`src/rtl/pwm_subclock_core_pkg.sv`:
```
// Shared constants and types for the PWM sub-clock core and the
// multi-phase driver controller that instantiates several of them.
package pwm_subclock_core_pkg;

   localparam int DEF_WIDTH   = 8;
   localparam int DEF_DIVIDER = 4;

   typedef logic [DEF_WIDTH-1:0] duty_t;

   // Prescaler register width: a divider of 1 still needs one bit.
   function automatic int presc_width(input int divider);
      if (divider > 1) begin
         return $clog2(divider);
      end else begin
         return 1;
      end
   endfunction

endpackage

```
`src/rtl/pwm_subclock_core_if.sv`:
```
// Control/status bundle of one PWM channel: the controller (master)
// drives restart and duty, the core (slave) returns its strobes and pwm.
interface pwm_subclock_core_if
   import pwm_subclock_core_pkg::*;
#(
   parameter int WIDTH = DEF_WIDTH
);
   logic             restart;
   logic [WIDTH-1:0] duty;
   logic             tick_o;
   logic             period_o;
   logic             pwm_o;

   modport master (
      output restart,
      output duty,
      input  tick_o,
      input  period_o,
      input  pwm_o
   );

   modport slave (
      input  restart,
      input  duty,
      output tick_o,
      output period_o,
      output pwm_o
   );
endinterface

```
`src/rtl/pwm_subclock_core_clk_en_div.sv`:
```
// Clock-enable divider: counts 0..DIVIDER-1 and flags the wrap.
// en is the same-cycle advance strobe for the counter in the parent;
// tick is its registered copy, visible the cycle after the wrap edge.
module clk_en_div
   import pwm_subclock_core_pkg::*;
#(
   parameter int DIVIDER = DEF_DIVIDER
)(
   input  logic clk,
   input  logic rst_n,
   input  logic clr,
   output logic en,
   output logic tick
);
   localparam int            PW   = presc_width(DIVIDER);
   localparam logic [PW-1:0] LAST = PW'(DIVIDER - 1);

   logic [PW-1:0] presc_r;
   logic [PW-1:0] presc_next_s;
   logic          en_s;
   logic          tick_r;

   // Next prescaler value; clear wins over the wrap so no enable leaks out.
   always_comb begin
      presc_next_s = presc_r;
      en_s         = 1'b0;
      if (clr) begin
         presc_next_s = {PW{1'b0}};
         en_s         = 1'b0;
      end else if (presc_r == LAST) begin
         presc_next_s = {PW{1'b0}};
         en_s         = 1'b1;
      end else begin
         presc_next_s = presc_r + PW'(1);
         en_s         = 1'b0;
      end
   end

   // Prescaler state and registered tick strobe.
   always_ff @(posedge clk or negedge rst_n) begin
      if (!rst_n) begin
         presc_r <= {PW{1'b0}};
         tick_r  <= 1'b0;
      end else begin
         presc_r <= presc_next_s;
         tick_r  <= en_s;
      end
   end

   assign en   = en_s;
   assign tick = tick_r;
endmodule

```
`src/rtl/pwm_subclock_core.sv`:
```
// Prescaled, restartable PWM generator. The period counter advances once
// per prescaler wrap; the duty shadow is reloaded only at a period
// boundary (wrap or restart) so mid-period duty writes never glitch pwm_o.
module pwm_subclock_core
   import pwm_subclock_core_pkg::*;
#(
   parameter int DIVIDER = DEF_DIVIDER,
   parameter int WIDTH   = DEF_WIDTH
)(
   input  logic               clk,
   input  logic               rst_n,
   pwm_subclock_core_if.slave bus
);
   localparam logic [WIDTH-1:0] CNT_MAX = {WIDTH{1'b1}};

   logic             en_s;
   logic             tick_s;
   logic [WIDTH-1:0] cnt_r;
   logic [WIDTH-1:0] cnt_next_s;
   logic [WIDTH-1:0] duty_sh_r;
   logic [WIDTH-1:0] duty_sh_next_s;
   logic             wrap_s;
   logic             period_r;
   logic             pwm_r;

   clk_en_div #(
      .DIVIDER (DIVIDER)
   ) u_div (
      .clk   (clk),
      .rst_n (rst_n),
      .clr   (bus.restart),
      .en    (en_s),
      .tick  (tick_s)
   );

   // Counter and duty-shadow next state; restart outranks a coincident wrap.
   always_comb begin
      cnt_next_s     = cnt_r;
      duty_sh_next_s = duty_sh_r;
      wrap_s         = 1'b0;
      if (bus.restart) begin
         cnt_next_s     = {WIDTH{1'b0}};
         duty_sh_next_s = bus.duty;
      end else if (en_s) begin
         if (cnt_r == CNT_MAX) begin
            cnt_next_s     = {WIDTH{1'b0}};
            duty_sh_next_s = bus.duty;
            wrap_s         = 1'b1;
         end else begin
            cnt_next_s = cnt_r + WIDTH'(1);
         end
      end else begin
         cnt_next_s = cnt_r;
      end
   end

   // State and outputs; pwm compares next-state values so it has no lag.
   always_ff @(posedge clk or negedge rst_n) begin
      if (!rst_n) begin
         cnt_r     <= {WIDTH{1'b0}};
         duty_sh_r <= {WIDTH{1'b0}};
         period_r  <= 1'b0;
         pwm_r     <= 1'b0;
      end else begin
         cnt_r     <= cnt_next_s;
         duty_sh_r <= duty_sh_next_s;
         period_r  <= wrap_s;
         pwm_r     <= (cnt_next_s < duty_sh_next_s);
      end
   end

   assign bus.tick_o   = tick_s;
   assign bus.period_o = period_r;
   assign bus.pwm_o    = pwm_r;
endmodule

```
`src/flat_wrapper.sv`:
```
// flat-port wrapper written by rule: the top's interface ports become plain ports
module pwm_subclock_core_flat import pwm_subclock_core_pkg::*;
#(
   parameter int DIVIDER = DEF_DIVIDER,
   parameter int WIDTH   = DEF_WIDTH
)
  (clk, rst_n, bus_restart, bus_duty, bus_tick_o, bus_period_o, bus_pwm_o);
  pwm_subclock_core_if #(.WIDTH(WIDTH)) bus_i ();
  input  logic clk;
  input  logic rst_n;
  input wire logic [$bits(bus_i.restart)-1:0] bus_restart;
  input wire logic [$bits(bus_i.duty)-1:0] bus_duty;
  output wire logic [$bits(bus_i.tick_o)-1:0] bus_tick_o;
  output wire logic [$bits(bus_i.period_o)-1:0] bus_period_o;
  output wire logic [$bits(bus_i.pwm_o)-1:0] bus_pwm_o;
  assign bus_i.restart = bus_restart;
  assign bus_i.duty = bus_duty;
  assign bus_tick_o = bus_i.tick_o;
  assign bus_period_o = bus_i.period_o;
  assign bus_pwm_o = bus_i.pwm_o;
  pwm_subclock_core #(.DIVIDER(DIVIDER), .WIDTH(WIDTH)) u_core (.clk(clk), .rst_n(rst_n), .bus(bus_i));
endmodule
```
`config.mk`:
```
export PLATFORM = sky130hd
export DESIGN_NAME = pwm_subclock_core_flat
export DESIGN_NICKNAME = d
export VERILOG_FILES = /design/src/rtl/pwm_subclock_core_pkg.sv /design/src/rtl/pwm_subclock_core_if.sv /design/src/rtl/pwm_subclock_core_clk_en_div.sv /design/src/rtl/pwm_subclock_core.sv /design/src/flat_wrapper.sv
export SDC_FILE = /design/constraint.sdc
export NUM_CORES = 1
export LEC_CHECK = 0
export CAP_MARGIN = 5
export CORE_MARGIN = 2
export CORE_UTILIZATION = 53
export DETAILED_ROUTE_END_ITERATION = 8
export PLACE_DENSITY = 0.77
export SYNTH_ARGS = -nofsm -noshare
export SYNTH_HDL_FRONTEND = slang
export SYNTH_SLANG_ARGS = --single-unit
```
`constraint.sdc`:
```
create_clock -name clk -period 3.02 [get_ports clk]
set_input_delay 0.302 -clock clk [delete_from_list [all_inputs] [get_ports clk]]
set_output_delay 0.302 -clock clk [all_outputs]
set_load 0.005 [all_outputs]
```
==> impl_metrics.tcl, run 1 <==
set metrics [dict create \
    cpMostUsedCell "ha_1" \
    dr.first_iter.drc_count 20 \
    rsz0062_at_grt "no" \
    final_nets 126 \
    hold_class "reg -> reg" \
    final_antenna_net_count 0 \
    h-tree-depth 1 \
    routedLengthMet1_um 788 \
    cts_resized 0 \
    die-height_um 48.8 \
    ctsLongestPathBuffers 2 \
    worstReg2RegEnd "u_core.bus.pwm_o" \
    yosysWarnings 0 \
    synth_common_cells "dfrtp_1 (21), ha_1 (9), inv_1 (7), mux2i_1 (7)" \
    top_layer_used "met4" \
    post_cts_buffers 0 \
    r2r_slack_ns 0.42 \
    synth.most_common_cell "dfrtp_1" \
    timing.final.max_slew_violations 0 \
    io_buffers 13 \
    critPathTopFamily "compound AO/OA/AOI/OAI gates" \
    fin_ws_ns 0.421 \
    synth-seq-cells 21 \
    syn-cell-area_sq_mm 0.00106 \
    ios 14 \
    initial_utilization_pct 55.4 \
    synth_top_cell_area_share_pct 49.4 \
    pre_cts_ws_ns 0.346 \
    setup_viol 0 \
    path_clk_slew_ns 0.11 \
    end_kind "flop" \
    grt_pass1_vias 720 \
    cp_num_cells 9 \
    wl_um 1740 \
    cts_buffers 3 \
    power-per-cell-area_mw_per_mm2 396 \
    grt_pass1_wl_um 3190 \
    cts_sinks 21 \
    synth_cell_types 30 \
    synthTopCellsByArea "dfrtp_1 (49%), ha_1 (11%), mux2i_1 (6.6%)" \
    tightestPinTransition_ns 0.904 \
    antenna_found_initial 0 \
    rows 16 \
    whs_ns 0.442 \
    fin_skew_ns 0.00730 \
    slowest_stage "dfrtp_1" \
    cp_num_buf_inv 0 \
    root_buffer "clkbuf_4" \
    track_usage_pct 17.6 \
    setup-tns-final_ns 0 \
    max_slew_margin_pct 39.6 \
    grt_start_max_net_pins 22 \
    area_growth_pct 16.1 \
    max_stage_delay_ns 0.40 \
    p_leak_nw 0.605 \
    crit_type "reg -> reg" \
    arrival_ns 2.82 \
    die_w_um 48.8 \
    routed-via-count 700 \
    finalCritPeriodShare_pct 86.1 \
    hold_buffers 0 \
    power.total_mw 0.489 \
    max-vdd-ir-drop_uv 254 \
    routedWlPerCell_um 13.2 \
    dieArea_sq_mm 0.00238 \
    tritoncts "yes" \
    fin_crit_ns 2.60 \
    drc_errors 0 \
    synthCells 90 \
    crit_fanout 14 \
    status "complete, no violations" \
    grt-ovfl-total 0 \
    critPathLaunchType "flop" \
    r2r_start "u_core.u_div.presc_r[0]" \
    avgSynthCellArea_sq_um 11.8 \
    synthArstFlopShare_pct 100 \
    critPathRequiredTime_ns 3.25 \
    reg2reg_depth 9 \
    cap_violations 0 \
    antenna_cells 0 \
    met3_length_um 69 \
    viasPerCell 5.30 \
    dp_hpwl_um 1330 \
    hold_violations 0 \
    synth_largest_area_cell "dfrtp_1" \
    gp_congestion 0.892 \
    synth_nets 110 \
    core_region_area_sq_mm 0.00192 \
    clock_latency_ns 0.30 \
    first_pass_iters 4 \
    synthFlopType "dfrtp_1" \
    wl_met2_um 868 \
    crit_start "u_core.u_div.presc_r[0]" \
    synth-edff-count 0 \
    drive_gt1_share_pct 7.62 \
    synth-seq-area-share_pct 49.4 \
    crit_chain "ha_1 > and4_4 > a21oi_4 > mux2i_1 > ha_1 > a21o_1 > a21oi_1 > o21ai_0 > a31oi_1" \
    endpoint "u_core.bus.pwm_o" \
    max_freq_mhz 385 \
]
## layer usage
metal  GRT usage (%)  up-vias
met4            7.62        0
met3            4.60        2
met5               0        -
met1            22.6      335
li1                -      347
met2            28.1       16
## per-stage QoR
stage / utilization, % / instances / instance area [sq um]
after floorplan: - / 90 / 1060
after global placement: 63.0 / 128 / 1210
after detailed placement: 63.0 / 128 / 1210
after CTS: 64.3 / 132 / 1240
after global routing: 64.3 / 132 / 1240
final: 64.3 / 132 / 1240
## report_power, final
| part | internal [mW] | switching (mW) |
|---|---|---|
| sequential | 0.296 | 0.00520 |
| clock | 0.0514 | 0.0768 |
| combinational | 0.0302 | 0.0297 |
| total | 0.377 | 0.112 |
## cell usage in the layout (no fill, tap or decap), drive strengths merged, types with 2 or more instances in the layout
master          n
nor2            5
a21oi           2
ha              9
and2            3
clkbuf          4
inv             7
clkdlybuf4s50  13
and3            3
xnor2           5
a31oi           2
mux2i           7
nand2           3
nand4           3
xor2            2
nor2b           3
and4            2
dfrtp          21
## area by class of cell
type	instances	area (sq um)
well taps	27	33.8
clock buffers	4	26.3
flip-flops and latches	21	526
inverters	7	26.3
fillers	157	686
repair buffers	13	130
multi-input cells	60	494
## registers in the layout, summed over array words and instances (netlist names)
| register | count |
|---|---|
| u_core.u_div.tick | 1 |
| u_core.duty_sh_r | 8 |
| u_core.bus.period_o | 1 |
| u_core.cnt_r | 8 |
| u_core.bus.pwm_o | 1 |
| u_core.u_div.presc_r | 2 |
## how the worst min path moves through the flow
| stage | startpoint | cells after the start | slack [ns] | endpoint |
|---|---|---|---|---|
| after floorplan | rst_n | 0 | 0.006 | u_core.bus.period_o |
| after global placement | u_core.u_div.presc_r[0] | 1 | 0.43 | u_core.u_div.presc_r[0] |
| after detailed placement | u_core.u_div.presc_r[0] | 1 | 0.43 | u_core.u_div.presc_r[0] |
| after CTS | u_core.u_div.presc_r[0] | 1 | 0.44 | u_core.u_div.presc_r[0] |
| after global routing | u_core.u_div.presc_r[0] | 1 | 0.47 | u_core.u_div.presc_r[0] |
| final | u_core.u_div.presc_r[0] | 1 | 0.44 | u_core.u_div.presc_r[0] |
## cells by family after synthesis
logic type	Yosys count	share of synthesized area, %
mux	8	7.64
compound gates	9	6.58
xor+xnor	7	5.76
fa+ha+maj	9	10.6
simple gates	27	15.9
flops	21	49.4
buf+inv	9	4.23
Note: power is estimated with default switching activity, not from simulation.
==> run 2: changes to the inputs <==
- CORE_ASPECT_RATIO: unset -> 1.4
- SKIP_LAST_GASP: unset -> 1
==> impl_metrics.tcl, run 2 (synthesis gave the netlist of run 1 again) <==
set metrics [dict create \
    status "complete, no violations" \
    cts_buffers 3 \
    final_nets 127 \
    drive_gt1_share_pct 8.49 \
    viasPerCell 5.59 \
    antenna_found_initial 0 \
    setup_viol 0 \
    layout_common_cells "dfrtp_1 (21), clkdlybuf4s50_1 (13), ha_1 (9), mux2i_1 (7), inv_1 (7)" \
    area_growth_pct 16.1 \
    crit_fanout 14 \
    power-per-cell-area_mw_per_mm2 397 \
    h-tree-depth 1 \
    tritoncts "yes" \
    io_buffers 13 \
    grt_start_max_net_pins 22 \
    endpoint "u_core.bus.pwm_o" \
    path_clk_slew_ns 0.11 \
    wl_um 1750 \
    n_fill_cell 143 \
    clock_latency_ns 0.29 \
    reg_top3 "u_core.cnt_r: 8 flops, u_core.duty_sh_r: 8 flops, u_core.u_div.presc_r: 2 flops" \
    pwr-share-comb_pct 12.2 \
    routed-via-count 710 \
    final_common_cell "dfrtp_1" \
    worstReg2RegEnd "u_core.bus.pwm_o" \
    hold_violations 0 \
    antenna_cells 0 \
    hold_class "reg -> reg" \
    setup-tns-final_ns 0 \
    timing.final.max_slew_violations 0 \
    critPathRequiredTime_ns 3.24 \
    end_kind "flop" \
    fin_crit_ns 2.58 \
    max_freq_mhz 388 \
    grt_pass1_vias 753 \
    dieArea_sq_mm 0.00239 \
    r2r_start "u_core.u_div.presc_r[0]" \
    dr.first_iter.drc_count 1 \
    track_usage_pct 17.0 \
    max_slew_margin_pct 39.2 \
    critPathLaunchType "flop" \
    gp_congestion 0.754 \
    die_w_um 41.9 \
    rows 19 \
    r2r_slack_ns 0.44 \
    hold_buffers 0 \
    core_region_area_sq_mm 0.00193 \
    routedWlPerCell_um 13.8 \
    initial_utilization_pct 55.3 \
    hold_depth 1 \
    die-height_um 57.0 \
    rsz0062_at_grt "no" \
    cap_violations 0 \
    reg2reg_depth 9 \
    cts_resized 0 \
    intPower_mw 0.378 \
    cts_sinks 21 \
    crit_start "u_core.u_div.presc_r[0]" \
    finalCritPeriodShare_pct 85.4 \
    drc_errors 0 \
    fin_skew_ns 0.00326 \
    post_cts_buffers 0 \
    grt_pass1_wl_um 3090 \
    place_area_sq_mm 0.00121 \
    root_buffer "clkbuf_4" \
    max-vdd-ir-drop_uv 255 \
    crit_type "reg -> reg" \
    dp_hpwl_um 1380 \
    ctsLongestPathBuffers 2 \
    tightestPinTransition_ns 0.909 \
    arrival_ns 2.80 \
    p_leak_nw 0.610 \
    pwr-share-clk_pct 26.5 \
    grt-ovfl-total 0 \
    first_pass_iters 4 \
    swShare_pct 23.1 \
    fin_area_sq_mm 0.00124 \
    seqPwrFrac_pct 61.3 \
    power.total_mw 0.491 \
    p_sw_mw 0.113 \
    ios 14 \
    final_antenna_net_count 0 \
]
## run 2: cell types whose count changed in the layout (fill, tap and decap cells not counted)
cell	before	now
buf_4	0	1
## run 2: how the worst min path moves through the flow
stage	startpoint	end	slack (ns)
4_1_cts	u_core.u_div.presc_r[0]	u_core.u_div.presc_r[0]	0.45
3_3_place_gp	u_core.u_div.presc_r[0]	u_core.u_div.presc_r[0]	0.42
3_5_place_dp	u_core.u_div.presc_r[0]	u_core.u_div.presc_r[0]	0.43
5_1_grt	u_core.u_div.presc_r[0]	u_core.u_div.presc_r[0]	0.47
6_report	u_core.u_div.presc_r[0]	u_core.u_div.presc_r[0]	0.45
2_1_floorplan	rst_n	u_core.bus.period_o	0.006
## run 2: cell type report
class / instances / area [sq um] / share of cell area, %
Multi-Input combinational cell: 60 / 494 / 40.0
Tap cell: 21 / 26.3 / 2.13
Inverter: 7 / 26.3 / 2.13
Sequential cell: 21 / 526 / 42.5
Clock buffer: 4 / 26.3 / 2.13
Timing Repair Buffer: 14 / 138 / 11.1
## run 2: power groups by stage
stage	Clock (mW)	Sequential, mW	Combinational, mW
floorplan	0	0.305	0.0355
global placement	0	0.306	0.0601
detailed placement	0	0.307	0.0611
CTS	0.134	0.301	0.0613
global route	0.143	0.303	0.0694
finish	0.130	0.301	0.0597
## run 2: routing by layer
layer,vias to the layer above,GRT usage (%),share of wire (%)
li1,353,-,-
met1,347,19.5,42
met2,8,31.0,55
met3,2,2.22,2.5
met4,0,7.37,0.91
met5,-,0,0
## run 2: stage by stage
step                      cells  worst slack (ns)  util (%)  hold slack, ns
after floorplan              90             0.770         -         0.00641
after CTS                   127             0.442      64.2           0.450
after detailed placement    123             0.412      62.8           0.433
after global placement      123             0.480      62.8           0.423
final                       127             0.440      64.2           0.446
after global routing        127             0.282      64.2           0.469
## run 2: critical path: stages, from the launching register on
cell     delay (ns)
dfrtp_1        0.40
ha_1           0.28
and4_4         0.24
a21oi_4        0.41
mux2i_1        0.30
ha_1           0.29
a21o_1         0.17
a21oi_1        0.13
o21ai_0        0.11
a31oi_1        0.17
